==> src/rtl/muldiv_pkg.sv <==
// Shared definitions for the multiply/divide unit: op encodings, FSM states
// and small op-classification helpers used by the unit and its sign stage.
package muldiv_pkg;

    localparam logic [2:0] OP_MULT  = 3'b001;
    localparam logic [2:0] OP_MULTU = 3'b010;
    localparam logic [2:0] OP_DIV   = 3'b011;
    localparam logic [2:0] OP_DIVU  = 3'b100;
    localparam logic [2:0] OP_MTHI  = 3'b101;
    localparam logic [2:0] OP_MTLO  = 3'b110;

    localparam logic [5:0] LAST_ITER = 6'd31;

    typedef enum logic [1:0] {
        ST_IDLE   = 2'd0,
        ST_RUN    = 2'd1,
        ST_FINISH = 2'd2
    } state_t;

    function automatic logic is_iterative(input logic [2:0] op);
        return (op == OP_MULT) || (op == OP_MULTU) || (op == OP_DIV) || (op == OP_DIVU);
    endfunction

    function automatic logic is_div(input logic [2:0] op);
        return (op == OP_DIV) || (op == OP_DIVU);
    endfunction

    function automatic logic is_signed_op(input logic [2:0] op);
        return (op == OP_MULT) || (op == OP_DIV);
    endfunction

endpackage

==> src/rtl/muldiv_sign.sv <==
// Combinational sign handling: operand magnitudes on the way in and
// sign correction (plus the divide-by-zero result) on the way out.
module muldiv_sign
    import muldiv_pkg::*;
(
    input  logic [2:0]  op,
    input  logic [31:0] a,
    input  logic [31:0] b,
    output logic [31:0] mag_a,
    output logic [31:0] mag_b,
    output logic        neg_a,
    output logic        neg_b,
    input  logic [2:0]  op_q,
    input  logic        neg_a_q,
    input  logic        neg_b_q,
    input  logic        div_zero_q,
    input  logic [31:0] a_q,
    input  logic [63:0] raw,
    output logic [63:0] result
);

    logic [31:0] raw_quo;
    logic [31:0] raw_rem;

    always_comb begin
        neg_a = is_signed_op(op) & a[31];
        neg_b = is_signed_op(op) & b[31];
        mag_a = neg_a ? (32'd0 - a) : a;
        mag_b = neg_b ? (32'd0 - b) : b;
    end

    // For divides the raw word is {remainder, quotient}; for multiplies it is the product.
    always_comb begin
        raw_quo = raw[31:0];
        raw_rem = raw[63:32];
        result  = raw;
        case (op_q)
            OP_MULT: begin
                if (neg_a_q ^ neg_b_q)
                    result = 64'd0 - raw;
            end
            OP_DIV, OP_DIVU: begin
                if (div_zero_q) begin
                    result = {a_q, 32'hFFFF_FFFF};
                end else begin
                    result[31:0]  = (neg_a_q ^ neg_b_q) ? (32'd0 - raw_quo) : raw_quo;
                    result[63:32] = neg_a_q ? (32'd0 - raw_rem) : raw_rem;
                end
            end
            default: result = raw;
        endcase
    end

endmodule

==> src/rtl/muldiv_unit.sv <==
// Iterative MIPS-style HI/LO multiply/divide unit: 32-cycle shift-add multiply
// and restoring divide, plus direct MTHI/MTLO loads while idle.
module muldiv_unit
    import muldiv_pkg::*;
(
    input  logic        clk,
    input  logic        rst_n,
    input  logic        start,
    input  logic [2:0]  op,
    input  logic [31:0] A,
    input  logic [31:0] B,
    output logic        busy,
    output logic        done,
    output logic [31:0] HI,
    output logic [31:0] LO
);

    state_t      state;
    state_t      state_next;
    logic [5:0]  count;
    logic [2:0]  op_q;
    logic        neg_a_q;
    logic        neg_b_q;
    logic        div_zero_q;
    logic [31:0] a_q;
    logic [31:0] opnd_q;
    logic [31:0] work_hi;
    logic [31:0] work_lo;
    logic        wb_pending;

    logic [31:0] mag_a;
    logic [31:0] mag_b;
    logic        neg_a;
    logic        neg_b;
    logic [63:0] result;

    logic        idle;
    logic        accept_iter;
    logic        accept_mt;

    logic [32:0] add_sum;
    logic [32:0] trial;
    logic [32:0] diff;
    logic        fits;
    logic [31:0] next_hi;
    logic [31:0] next_lo;

    muldiv_sign u_sign (
        .op         (op),
        .a          (A),
        .b          (B),
        .mag_a      (mag_a),
        .mag_b      (mag_b),
        .neg_a      (neg_a),
        .neg_b      (neg_b),
        .op_q       (op_q),
        .neg_a_q    (neg_a_q),
        .neg_b_q    (neg_b_q),
        .div_zero_q (div_zero_q),
        .a_q        (a_q),
        .raw        ({work_hi, work_lo}),
        .result     (result)
    );

    // busy lags the state by one edge, so requests are only taken once both agree on idle.
    assign idle        = (state == ST_IDLE) && !busy;
    assign accept_iter = start && idle && is_iterative(op);
    assign accept_mt   = start && idle && ((op == OP_MTHI) || (op == OP_MTLO));

    always_comb begin
        add_sum = {1'b0, work_hi} + (work_lo[0] ? {1'b0, opnd_q} : 33'd0);
        trial   = {work_hi, work_lo[31]};
        diff    = trial - {1'b0, opnd_q};
        fits    = (trial >= {1'b0, opnd_q});
        if (is_div(op_q)) begin
            next_hi = fits ? diff[31:0] : trial[31:0];
            next_lo = {work_lo[30:0], fits};
        end else begin
            next_hi = add_sum[32:1];
            next_lo = {add_sum[0], work_lo[31:1]};
        end
    end

    always_ff @(posedge clk or negedge rst_n) begin
        if (!rst_n)
            state <= ST_IDLE;
        else
            state <= state_next;
    end

    always_comb begin
        state_next = state;
        case (state)
            ST_IDLE:   if (accept_iter) state_next = ST_RUN;
            ST_RUN:    if (count == LAST_ITER) state_next = ST_FINISH;
            ST_FINISH: state_next = ST_IDLE;
            default:   state_next = ST_IDLE;
        endcase
    end

    always_ff @(posedge clk or negedge rst_n) begin
        if (!rst_n) begin
            busy       <= 1'b0;
            done       <= 1'b0;
            wb_pending <= 1'b0;
            HI         <= 32'd0;
            LO         <= 32'd0;
            count      <= 6'd0;
            op_q       <= 3'd0;
            neg_a_q    <= 1'b0;
            neg_b_q    <= 1'b0;
            div_zero_q <= 1'b0;
            a_q        <= 32'd0;
            opnd_q     <= 32'd0;
            work_hi    <= 32'd0;
            work_lo    <= 32'd0;
        end else begin
            busy       <= (state != ST_IDLE);
            done       <= wb_pending;
            wb_pending <= (state == ST_FINISH);

            // Multiply shifts the multiplier (B) out of work_lo; divide shifts the dividend (A).
            if (accept_iter) begin
                op_q       <= op;
                neg_a_q    <= neg_a;
                neg_b_q    <= neg_b;
                a_q        <= A;
                div_zero_q <= is_div(op) && (B == 32'd0);
                count      <= 6'd0;
                work_hi    <= 32'd0;
                work_lo    <= is_div(op) ? mag_a : mag_b;
                opnd_q     <= is_div(op) ? mag_b : mag_a;
            end else if (state == ST_RUN) begin
                work_hi <= next_hi;
                work_lo <= next_lo;
                count   <= count + 6'd1;
            end

            if (wb_pending) begin
                HI <= result[63:32];
                LO <= result[31:0];
            end else if (accept_mt) begin
                if (op == OP_MTHI)
                    HI <= A;
                else
                    LO <= A;
            end
        end
    end

endmodule

==> config.mk <==
export PLATFORM = sky130hd
export DESIGN_NAME = muldiv_unit
export DESIGN_NICKNAME = d
export VERILOG_FILES = /design/src/rtl/muldiv_pkg.sv /design/src/rtl/muldiv_sign.sv /design/src/rtl/muldiv_unit.sv
export SDC_FILE = /design/constraint.sdc
export NUM_CORES = 1
export LEC_CHECK = 0
export ABC_AREA = 0
export BUFFER_PORTS_ARGS = -buffer_cell sky130_fd_sc_hd__buf_2
export CORE_MARGIN = 3
export CORE_UTILIZATION = 62
export CTS_CLUSTER_DIAMETER = 150
export DETAILED_ROUTE_END_ITERATION = 16
export GPL_TIMING_DRIVEN = 0
export PLACE_DENSITY = 0.89
export SYNTH_ARGS = -nofsm -noshare
export SYNTH_HDL_FRONTEND = slang
export SYNTH_SLANG_ARGS = --single-unit
==> constraint.sdc <==
create_clock -name clk -period 4.6 [get_ports clk]
set_clock_uncertainty 0.1 [all_clocks]
set_input_delay 0.69 -clock clk [delete_from_list [all_inputs] [get_ports clk]]
set_output_delay 0.69 -clock clk [all_outputs]
set_load 0.01 [all_outputs]
==> results.ini <==
[clocking]
clk_pin_slew_ns=0.06
cts_tree=built
htreeDepth=1
clock_path_buffers=3
numCtsBuffers=25
clock_latency_ns=0.58
cts.sinks=209
post-cts-setup-buffer-count=0
cts-root-buf=clkbuf_16

[worst_setup_path]
slowest_stage=a2111oi_1
critical_path_buf_inv_count=2
max_stage_delay_ns=0.93
crit_chain=clkinv_1 > clkbuf_1 > nor2_1 > ha_1 > a21o_1 > a21oi_1 > a2111oi_1 > o21ai_0 > nand2_1 > a22oi_1 > o21a_1 > o211ai_1 > a22oi_1
worst-endpoint-arrival_ns=4.83
critPathLaunchType=flip-flop
cp_common_cell=a22oi_1
path_class=reg -> reg
critical-path-top-delay-family=compound AO/OA/AOI/OAI gates
worstPathMaxFanout=10
cp_data_required_time_ns=4.93
end_kind=flip-flop

[power]
irDropWorstVdd_uv=467
p_per_area_nw_per_um2=879
p_leak_uw=0.00837

[synthesis]
synth_common_cells=nand2_1, dfrtp_1, a21oi_1
synth_nets=2399
synthArstFlopShare=1.00
synth_edf_count=0
yosys-top-cells-area=dfrtp_1, nand2_1, a21oi_1
synth_top_cell_by_area=dfrtp_1
yosysMostFrequentCell=nand2_1
avgSynthCellArea_sq_um=7.72
yosysUniqueCellTypes=82
ys_warn_count=0
synth_flop_cell=dfrtp_1
netlist.area_leader.share=0.300
ys_seq_elements=209
ys_seq_area_frac=0.300
synth_area_sq_um=17400
postSynthCellCount=2258

[global_route]
track_usage=0.484
grt_pass1_vias=19300
overflow=0
grt_pass1_wl_mm=113
grt_max_degree=119
antenna_found_initial=4

[cells_and_area]
regArea_sq_um=5230
final_cell_area_sq_um=19500
nNetsFinal=2557
multi_input_area_sq_um=11300
fin_cells=2809
areaGrowthSynthToFinish_pct=11.6
fillers=2284
fin_util=0.712
layout-drive-gt1-share=0.0900

[timing]
hold_viol=0
post-route-period-util=0.979
rsz0062_at_grt=false
final.min_clock_period_ns=4.50
report.final.slew_viol_count=0
holdWs_ns=0.0345
worstMarginPinSlew_ns=1.15
maxSlewHeadroom=0.230
finalSetupViolCount=0
clock.fmax_mhz=222

[floorplanning]
die_w_um=174
core_area_sq_um=27300
ios=136
row_count=60
start_util=0.638
dieHeight_um=174
die_area_sq_um=30200

[routing]
wl_mm=75.5
drt-met1-wl_mm=26.6
drt-initial-drc-count=3275
wl_met3_mm=10.6
wl_met2_mm=31.6
drc=0
drtPass1Iterations=9
ant_nets=0
vias_per_cell=7.16
dr_total_vias=20100
detail_route.wl_per_cell_um=26.9
maxUsedRoutingLayer=met5

[placed_design]
dp_hpwl_mm=56.4
place.gp.congestion=1.11
dpl.cell_count=2761
place_area_sq_um=18600
port_buffers=130

[outcome]
status=completed

[min_path]
hp-class=in -> async

[job]
max-cap-violations=0

cell usage in the layout (no fill, tap or decap), types with 39 or more instances in the layout:
cell type  synthesis  layout
clkbuf_1         150     153
ha_1              69      69
xor2_1            75      75
a21oi_1          205     205
o221ai_1          52      52
nand3_1           41      41
buf_2              5     134
inv_1             71      71
nand2_1          305     305
dfrtp_1          209     209
a211oi_1          39      39
nor3_1            61      60
and2_1            39      39
o21ai_0          160     159
xnor2_1           88      88
nor2_1           192     192
mux2i_1           40      40
a31oi_1           42      42
metal layers:
layer  global-route usage  vias to the layer above
met3                0.148                      447
li1                     -                     8529
met2                0.723                     1719
met4                0.328                        4
met1                0.601                     9415
met5                    0                        -
state kept, by name, indices dropped and copies added, names as in the netlist:
register	count
neg_b_q	1
state	2
wb_pending	1
work_lo	32
opnd_q	32
div_zero_q	1
done	1
op_q	3
a_q	32
LO	32
HI	32
neg_a_q	1
busy	1
work_hi	32
count	6
final timing paths:
path	startpoint	endpoint	slack, ns	cells past startpoint
hold reg to reg	count[5]	state[1]	0.37	1
setup / recovery	work_lo[0]	work_hi[30]	0.1	13
setup reg to reg	work_lo[0]	work_hi[30]	0.1	13
hold / removal	rst_n	opnd_q[3]	0.03	1
max in group asynchronous	rst_n	HI[15]	3.22	2
min in group clk	A[11]	a_q[11]	0.32	3
layout make-up:
class | instances | share of cell area
multi-input cells | 1812 | 0.581
repair buffers | 131 | 0.0354
plain buffers | 165 | 0.0325
clock inverters | 12 | 0.00836
well taps | 372 | 0.0239
clock buffers | 33 | 0.0357
inverters | 72 | 0.0139
flip-flops and latches | 209 | 0.269
diodes | 3 | 0.000386
power breakdown:
part,internal (uW),leakage [uW],switching (uW)
registers,2700,0.00256,925
clock network,1240,0.000418,909
logic,4120,0.00539,7220
metrics by stage:
step	total power, uW	worst slack (ns)	setup TNS [ns]
after floorplan	11000	1.39	0
after global placement	14000	-0.898	-182.23
after detailed placement	14300	-0.148	-0.148
after CTS	16500	0.0341	0
after global routing	18000	0.0496	0
final	17100	0.0975	0
timing repair:
| item | 4_1_cts | 5_1_grt |
|---|---|---|
| hold endpoints to repair | 0 | 0 |
| resized for setup | 1 | 5 |
| endpoints found under the setup margin | 1 | 13 |
| hold buffers | 0 | 0 |
| cloned | 0 | 0 |
logic make-up (layout without fill, tap and decap cells):
group | count (synthesis) | in the layout | share of synthesized area
xor+xnor | 164 | 164 | 0.0828
simple gates | 785 | 785 | 0.210
mux | 52 | 52 | 0.0307
fa+ha+maj | 71 | 71 | 0.0518
other cells | 0 | 3 | 0
buf+inv | 237 | 413 | 0.0517
compound gates | 740 | 740 | 0.273
flops | 209 | 209 | 0.300
Note: power is estimated with default switching activity, not from simulation.
